**src/rtl/usb_rx_pkg.sv**
```systemverilog
// Shared types and constants for the USB receive line decoder.
package usb_rx_pkg;

  typedef enum logic [2:0] {
    IDLE,
    SYNC,
    DATA,
    EOP1,
    EOP2,
    DRAIN
  } rx_state_t;

  localparam int SYNC_ZEROS      = 7;
  localparam int EOP_SE0_LEN     = 2;
  localparam int MAX_BITS_DEF    = 88;
  localparam int STUFF_LIMIT_DEF = 6;

endpackage

```
**src/rtl/rx_unstuff.sv**
```systemverilog
// Bit-unstuffing tracker: counts consecutive decoded 1s and flags the bit that
// must be a stuffed 0 (drop it) or is an illegal 1 (stuff violation).
module rx_unstuff
  import usb_rx_pkg::*;
#(
  parameter int STUFF_LIMIT = STUFF_LIMIT_DEF
) (
  input  logic clk,
  input  logic rst_b,
  input  logic i_bit,
  input  logic i_en,
  input  logic i_clr,
  output logic o_keep,
  output logic o_stuff_err
);

  localparam int             W     = $clog2(STUFF_LIMIT + 1);
  localparam logic [W-1:0]   LIMIT = W'(STUFF_LIMIT);

  logic [W-1:0] r_ones_cnt;
  logic         w_at_limit;

  assign w_at_limit  = (r_ones_cnt == LIMIT);
  assign o_keep      = ~w_at_limit;
  assign o_stuff_err = w_at_limit & i_bit;

  // NOTE: sequential state uses non-blocking assignments so every register
  // samples pre-edge values, independent of statement order.
  always_ff @(posedge clk or negedge rst_b) begin
    if (!rst_b) begin
      r_ones_cnt <= '0;
    end else if (i_clr) begin
      // The final SYNC bit is a 1 and already counts toward the run.
      r_ones_cnt <= W'(1);
    end else if (i_en) begin
      if (w_at_limit || !i_bit) r_ones_cnt <= '0;
      else                      r_ones_cnt <= r_ones_cnt + 1'b1;
    end
  end

endmodule

```
**src/rtl/nrzi_dec.sv**
```systemverilog
// USB receive line decoder: NRZI recovery, SYNC hunt, unstuffing and EOP
// framing, delivering a registered payload bitstream with framing/error strobes.
module nrzi_dec
  import usb_rx_pkg::*;
#(
  parameter int MAX_BITS    = MAX_BITS_DEF,
  parameter int STUFF_LIMIT = STUFF_LIMIT_DEF
) (
  input  logic       clk,
  input  logic       rst_b,
  input  logic       line_in,
  input  logic       line_se0,
  input  logic       line_valid,
  output logic       bstr_out,
  output logic       bstr_out_valid,
  output logic       pkt_start,
  output logic       pkt_end,
  output logic [6:0] pkt_len,
  output logic       sync_err,
  output logic       stuff_err,
  output logic       len_err,
  output logic       eop_err
);

  localparam logic [2:0] ZERO_LAST = 3'(SYNC_ZEROS);
  localparam logic [6:0] BIT_LAST  = 7'(MAX_BITS);

  rx_state_t  r_state;
  logic       r_prev_line;
  logic       r_prev_se0;
  logic [2:0] r_zero_cnt;
  logic [6:0] r_bit_cnt;
  logic       r_bstr, r_bstr_valid, r_start, r_end;
  logic [6:0] r_len;
  logic       r_sync_err, r_stuff_err, r_len_err, r_eop_err;

  logic w_sample, w_d, w_sync_ok, w_unstuff_en, w_keep, w_stuff_viol;

  assign w_sample     = line_valid & ~line_se0;
  assign w_d          = (line_in == r_prev_line);
  assign w_sync_ok    = w_sample && (r_state == SYNC) && w_d && (r_zero_cnt == ZERO_LAST);
  assign w_unstuff_en = w_sample && (r_state == DATA);

  rx_unstuff #(.STUFF_LIMIT(STUFF_LIMIT)) u_unstuff (
    .clk         (clk),
    .rst_b       (rst_b),
    .i_bit       (w_d),
    .i_en        (w_unstuff_en),
    .i_clr       (w_sync_ok),
    .o_keep      (w_keep),
    .o_stuff_err (w_stuff_viol)
  );

  always_ff @(posedge clk or negedge rst_b) begin
    if (!rst_b) begin
      r_state      <= IDLE;
      r_prev_line  <= 1'b1;
      r_prev_se0   <= 1'b0;
      r_zero_cnt   <= '0;
      r_bit_cnt    <= '0;
      r_bstr       <= 1'b0;
      r_bstr_valid <= 1'b0;
      r_start      <= 1'b0;
      r_end        <= 1'b0;
      r_len        <= '0;
      r_sync_err   <= 1'b0;
      r_stuff_err  <= 1'b0;
      r_len_err    <= 1'b0;
      r_eop_err    <= 1'b0;
    end else begin
      // Strobes are single-cycle: cleared every cycle unless re-asserted below.
      r_bstr_valid <= 1'b0;
      r_start      <= 1'b0;
      r_end        <= 1'b0;
      r_sync_err   <= 1'b0;
      r_stuff_err  <= 1'b0;
      r_len_err    <= 1'b0;
      r_eop_err    <= 1'b0;
      if (line_valid) begin
        r_prev_se0 <= line_se0;
        if (!line_se0) r_prev_line <= line_in;
        case (r_state)
          IDLE: begin
            if (!line_se0 && !w_d) begin
              r_state    <= SYNC;
              r_zero_cnt <= 3'd1;
            end
          end
          SYNC: begin
            if (!line_se0 && !w_d && r_zero_cnt != ZERO_LAST) begin
              r_zero_cnt <= r_zero_cnt + 3'd1;
            end else if (w_sync_ok) begin
              r_state   <= DATA;
              r_start   <= 1'b1;
              r_bit_cnt <= '0;
            end else begin
              r_sync_err <= 1'b1;
              r_state    <= IDLE;
            end
          end
          DATA: begin
            if (line_se0) begin
              r_state <= EOP1;
            end else if (w_stuff_viol) begin
              r_stuff_err <= 1'b1;
              r_state     <= DRAIN;
            end else if (!w_keep) begin
              r_state <= DATA;
            end else if (r_bit_cnt == BIT_LAST) begin
              r_len_err <= 1'b1;
              r_state   <= DRAIN;
            end else begin
              r_bstr       <= w_d;
              r_bstr_valid <= 1'b1;
              r_bit_cnt    <= r_bit_cnt + 7'd1;
            end
          end
          EOP1: begin
            if (line_se0) begin
              r_state <= EOP2;
            end else begin
              r_eop_err <= 1'b1;
              r_state   <= DRAIN;
            end
          end
          EOP2: begin
            if (!line_se0 && line_in) begin
              r_end       <= 1'b1;
              r_len       <= r_bit_cnt;
              r_prev_line <= 1'b1;
              r_state     <= IDLE;
            end else begin
              r_eop_err <= 1'b1;
              r_state   <= DRAIN;
            end
          end
          DRAIN: begin
            if (!line_se0 && line_in && r_prev_se0) begin
              r_prev_line <= 1'b1;
              r_state     <= IDLE;
            end
          end
          default: r_state <= IDLE;
        endcase
      end
    end
  end

  assign bstr_out       = r_bstr;
  assign bstr_out_valid = r_bstr_valid;
  assign pkt_start      = r_start;
  assign pkt_end        = r_end;
  assign pkt_len        = r_len;
  assign sync_err       = r_sync_err;
  assign stuff_err      = r_stuff_err;
  assign len_err        = r_len_err;
  assign eop_err        = r_eop_err;

endmodule

```
**config.mk**
```make
export PLATFORM = sky130hd
export DESIGN_NAME = nrzi_dec
export DESIGN_NICKNAME = d
export VERILOG_FILES = /design/src/rtl/usb_rx_pkg.sv /design/src/rtl/rx_unstuff.sv /design/src/rtl/nrzi_dec.sv
export SDC_FILE = /design/constraint.sdc
export NUM_CORES = 1
export LEC_CHECK = 0
export CORE_UTILIZATION = 25
export CTS_CLUSTER_DIAMETER = 150
export DETAILED_ROUTE_END_ITERATION = 7
export GPL_TIMING_DRIVEN = 0
export PLACE_DENSITY = 0.39
export SYNTH_ARGS = -nofsm -noshare
export SYNTH_HDL_FRONTEND = slang
export SYNTH_SLANG_ARGS = --single-unit
```
**constraint.sdc**
```tcl
create_clock -name clk -period 4.8 [get_ports clk]
set_input_delay 0.96 -clock clk [delete_from_list [all_inputs] [get_ports clk]]
set_output_delay 0.96 -clock clk [all_outputs]
set_load 0.005 [all_outputs]
```
==> flow_summary.ini <==
[cts]
cts_post_setup_buffers_inserted = 0
cts_htree_levels = 2
max-clock-path-buffers = 2
cts_made_buffers = 5
cts_tree = yes
clock_sinks = 33
postCtsResizedCells = 0
path_clk_slew_ps = 70
holdBufCountCts = 0
clock_insertion_delay_worst_skew_ps = 280
clk_root_buffer_cell = sky130_fd_sc_hd__clkbuf_8

[finish]
final-instance-count-excl-fill = 263
nNetsFinal = 197
post-route-util_pct = 32.0
syn2layout_area_growth_pct = 20.8
insertedDiodeCount = 0
combined_area_of_the_multi_input_logic_cells_um2 = 806
final-seq-area_um2 = 827
most-common-layout-cells = sky130_fd_sc_hd__dfrtp_1, sky130_fd_sc_hd__nand2_1, sky130_fd_sc_hd__clkdlybuf4s50_1, sky130_fd_sc_hd__nor2_1
nFillCells = 648
commonest_non_fill_non_tap_cell_in_the_layout = sky130_fd_sc_hd__dfrtp_1
drive_gt1_share_pct = 16.7

[power]
p_per_area_nw_per_um2 = 401
total_power_mw = 0.834
power.static_leakage_nw = 0.900
vdd.ir_drop.worst_mv = 0.119

[critical_path]
regToRegSetupSlack_ps = 2800
startpoint_to_endpoint_class_of_the_critical_path = input pin to flop
worstPathCellList = clkdlybuf4s50_1 > xnor2_1 > nor3_1 > a21oi_1 > o31ai_2 > mux2_4
critical_path.max_stage_delay_ps = 590
worstReg2RegStart = u_unstuff.r_ones_cnt[0]$_DFFE_PN0P_
critical_path.reg2reg.endpoint = r_state[0]$_DFFE_PN0P_
worst_ep_arrival_time_ps = 2860
worst-path-max-fanout = 7
crit_slowest_cell = sky130_fd_sc_hd__clkdlybuf4s50_1
r2r_cells = 7
worst_setup_path_end_kind = flop
critPathRequiredTime_ps = 4960
start_kind = input pin

[sta]
rsz_0062_raised_after_global_routing = false
tns_ps = 0
finalSetupViolCount = 0
achievable_frequency_ghz = 0.370
tightestPinTransition_ps = 750
fin_worst_skew_ps = 6.86
final_period_minus_worst_setup_slack_ps = 2700
slew_headroom_pct = 50.0
setup_slack_ps = 2100
final-max-slew-violation-count = 0
hold_viol = 0
post-route-period-util_pct = 56.3

[yosys]
post_synth.cell_area_avg_um2 = 10.7
synth.top_cell.area_share_pct = 46.5
synthTopCellsByArea = sky130_fd_sc_hd__dfrtp_1, sky130_fd_sc_hd__nand2_1, sky130_fd_sc_hd__mux2_2, sky130_fd_sc_hd__ha_1, sky130_fd_sc_hd__a21oi_1
synth_fp_nets = 172
synth-warning-count = 0
synth_cell_area_um2 = 1720
syn_inst = 161
postSynthRegisterBits = 33
synth_top_cell_by_area = sky130_fd_sc_hd__dfrtp_1
synth_top_flop_cell = sky130_fd_sc_hd__dfrtp_1
synth_edf_count = 0
yosysSeqAreaShare_pct = 48.0
async_flop_share_pct = 100
yosys.cell_types.count = 51

[placement]
portBuffers = 18
dpl_worst_slack_ps = 1800
dp_hpwl_um = 2780
routabilityCongestion = 0.780
placed_cells = 256

[grt]
global_route_wire_length_before_repair_um = 6430
grt_util_met2_pct = 18.1
grt_antenna_before_repair = 0
gr-usage-met1_pct = 14.7
grt_start_max_net_pins = 34
global_route.usage.total_pct = 11.5
grt_util_met3_pct = 3.79
grt_pass1_vias = 1311
grt-ovfl-total = 0
grt.busiest_layer = met2

[worst_hold_path]
min-delay-start = pkt_len[2]$_DFFE_PN0P_
classification_of_the_worst_slack_hold_path = flop to flop
cell_depth_of_the_worst_hold_path = 2
timing.hold.worst_endpoint = pkt_len[2]$_DFFE_PN0P_

[detailed_routing]
ant_nets = 0
avgViaCountPerCell = 4.87
drt-wirelength-per-cell_um = 14.0
routed-via-count = 1282
first_iter_violations = 81
detail_route.first_pass.iterations = 4
route.detailed.drc = 0
total_detailed_routing_wirelength_um = 3690

[floorplan]
core.rowCount = 29
floorplan.die.height_um = 85.0
start_util_pct = 26.5
die_w_um = 85.0
floorplan_die_area_um2 = 7230
ioPinCount = 20
placeableCoreArea_um2 = 6490

[run]
maxCapViolCount = 0

[outcome]
status = finished, final reports clean
[synthesized netlist by cell type, types with 2 or more instances]
master / number
sky130_fd_sc_hd__nor4_1: 2
sky130_fd_sc_hd__nor2_2: 2
sky130_fd_sc_hd__a22o_1: 2
sky130_fd_sc_hd__a21oi_1: 9
sky130_fd_sc_hd__inv_1: 7
sky130_fd_sc_hd__o21ai_0: 8
sky130_fd_sc_hd__and3_1: 2
sky130_fd_sc_hd__dfrtp_1: 32
sky130_fd_sc_hd__clkbuf_8: 3
sky130_fd_sc_hd__nor3_1: 3
sky130_fd_sc_hd__nor2_1: 10
sky130_fd_sc_hd__nand3_1: 3
sky130_fd_sc_hd__mux2_2: 7
sky130_fd_sc_hd__xnor2_1: 2
sky130_fd_sc_hd__o21ai_1: 3
sky130_fd_sc_hd__mux2_4: 2
sky130_fd_sc_hd__nand2_1: 22
sky130_fd_sc_hd__nor3_4: 2
sky130_fd_sc_hd__nand4_1: 3
sky130_fd_sc_hd__ha_1: 6
[worst max-delay path by stage]
stage / startpoint / cells past startpoint / slack, ps / to
global route: line_in / 6 / 2040 / r_state[2]$_DFFE_PN0P_
floorplan: line_valid / 6 / 2400 / r_bit_cnt[0]$_DFFE_PN0P_
finish: line_in / 6 / 2100 / r_state[2]$_DFFE_PN0P_
CTS: line_in / 6 / 2080 / r_state[2]$_DFFE_PN0P_
detailed placement: line_in / 6 / 1800 / r_state[0]$_DFFE_PN0P_
global placement: line_in / 6 / 1820 / r_state[0]$_DFFE_PN0P_
[state kept, by name (all words and copies together) (netlist names), named ones only]
signal	flops
pkt_len	7
bstr_out_valid	1
sync_err	1
eop_err	1
r_state	3
len_err	1
r_bit_cnt	7
r_zero_cnt	3
pkt_start	1
u_unstuff.r_ones_cnt	3
r_prev_se0	1
pkt_end	1
stuff_err	1
bstr_out	1
[per-stage QoR]
stage               cell area [µm²]  hold slack (ps)
floorplan                      1720              454
CTS                            2080              486
global placement               2000              466
global route                   2080              525
finish                         2080              481
detailed placement             1990              471
[worst max-delay path, delay by kind of cell]
| family | cells | cell delay (ps) |
|---|---|---|
| mux | 1 | 340 |
| compound gates | 2 | 510 |
| xor+xnor | 1 | 260 |
| simple gates | 1 | 210 |
| buf+inv | 1 | 590 |
[cell type report]
cell class,instances,share of cell area [%]
multi-input cells,115,38.7
well taps,77,4.63
flip-flops and latches,33,39.7
plain buffers,6,3.07
inverters,7,1.26
repair buffers,18,8.42
clock buffers,7,4.15
[kinds of logic after synthesis]
family | Yosys count | share of synthesized area, %
buffers and inverters | 13 | 5.23
and+or+nand+nor | 59 | 18.6
xor gates and xnor gates | 3 | 1.53
adders and majority gates | 6 | 4.36
AOI/OAI and AO/OA | 36 | 14.7
DFF | 33 | 48.0
muxes | 11 | 7.55
[report_power, final]
part           internal (mW)  leakage (nW)  switching (mW)  total (mW)
combinational          0.125         0.424           0.114       0.238
clock                  0.114        0.0443          0.0953       0.209
sequential             0.337         0.432          0.0495       0.387
total                  0.575         0.900           0.259       0.834
[routing by layer]
| layer | up-vias | part of all wire (%) |
|---|---|---|
| met5 | - | 0 |
| met4 | 0 | 1.5 |
| met3 | 5 | 4.6 |
| met2 | 30 | 47 |
| met1 | 623 | 47 |
| li1 | 624 | - |
Power figures use the tool's default switching activity.
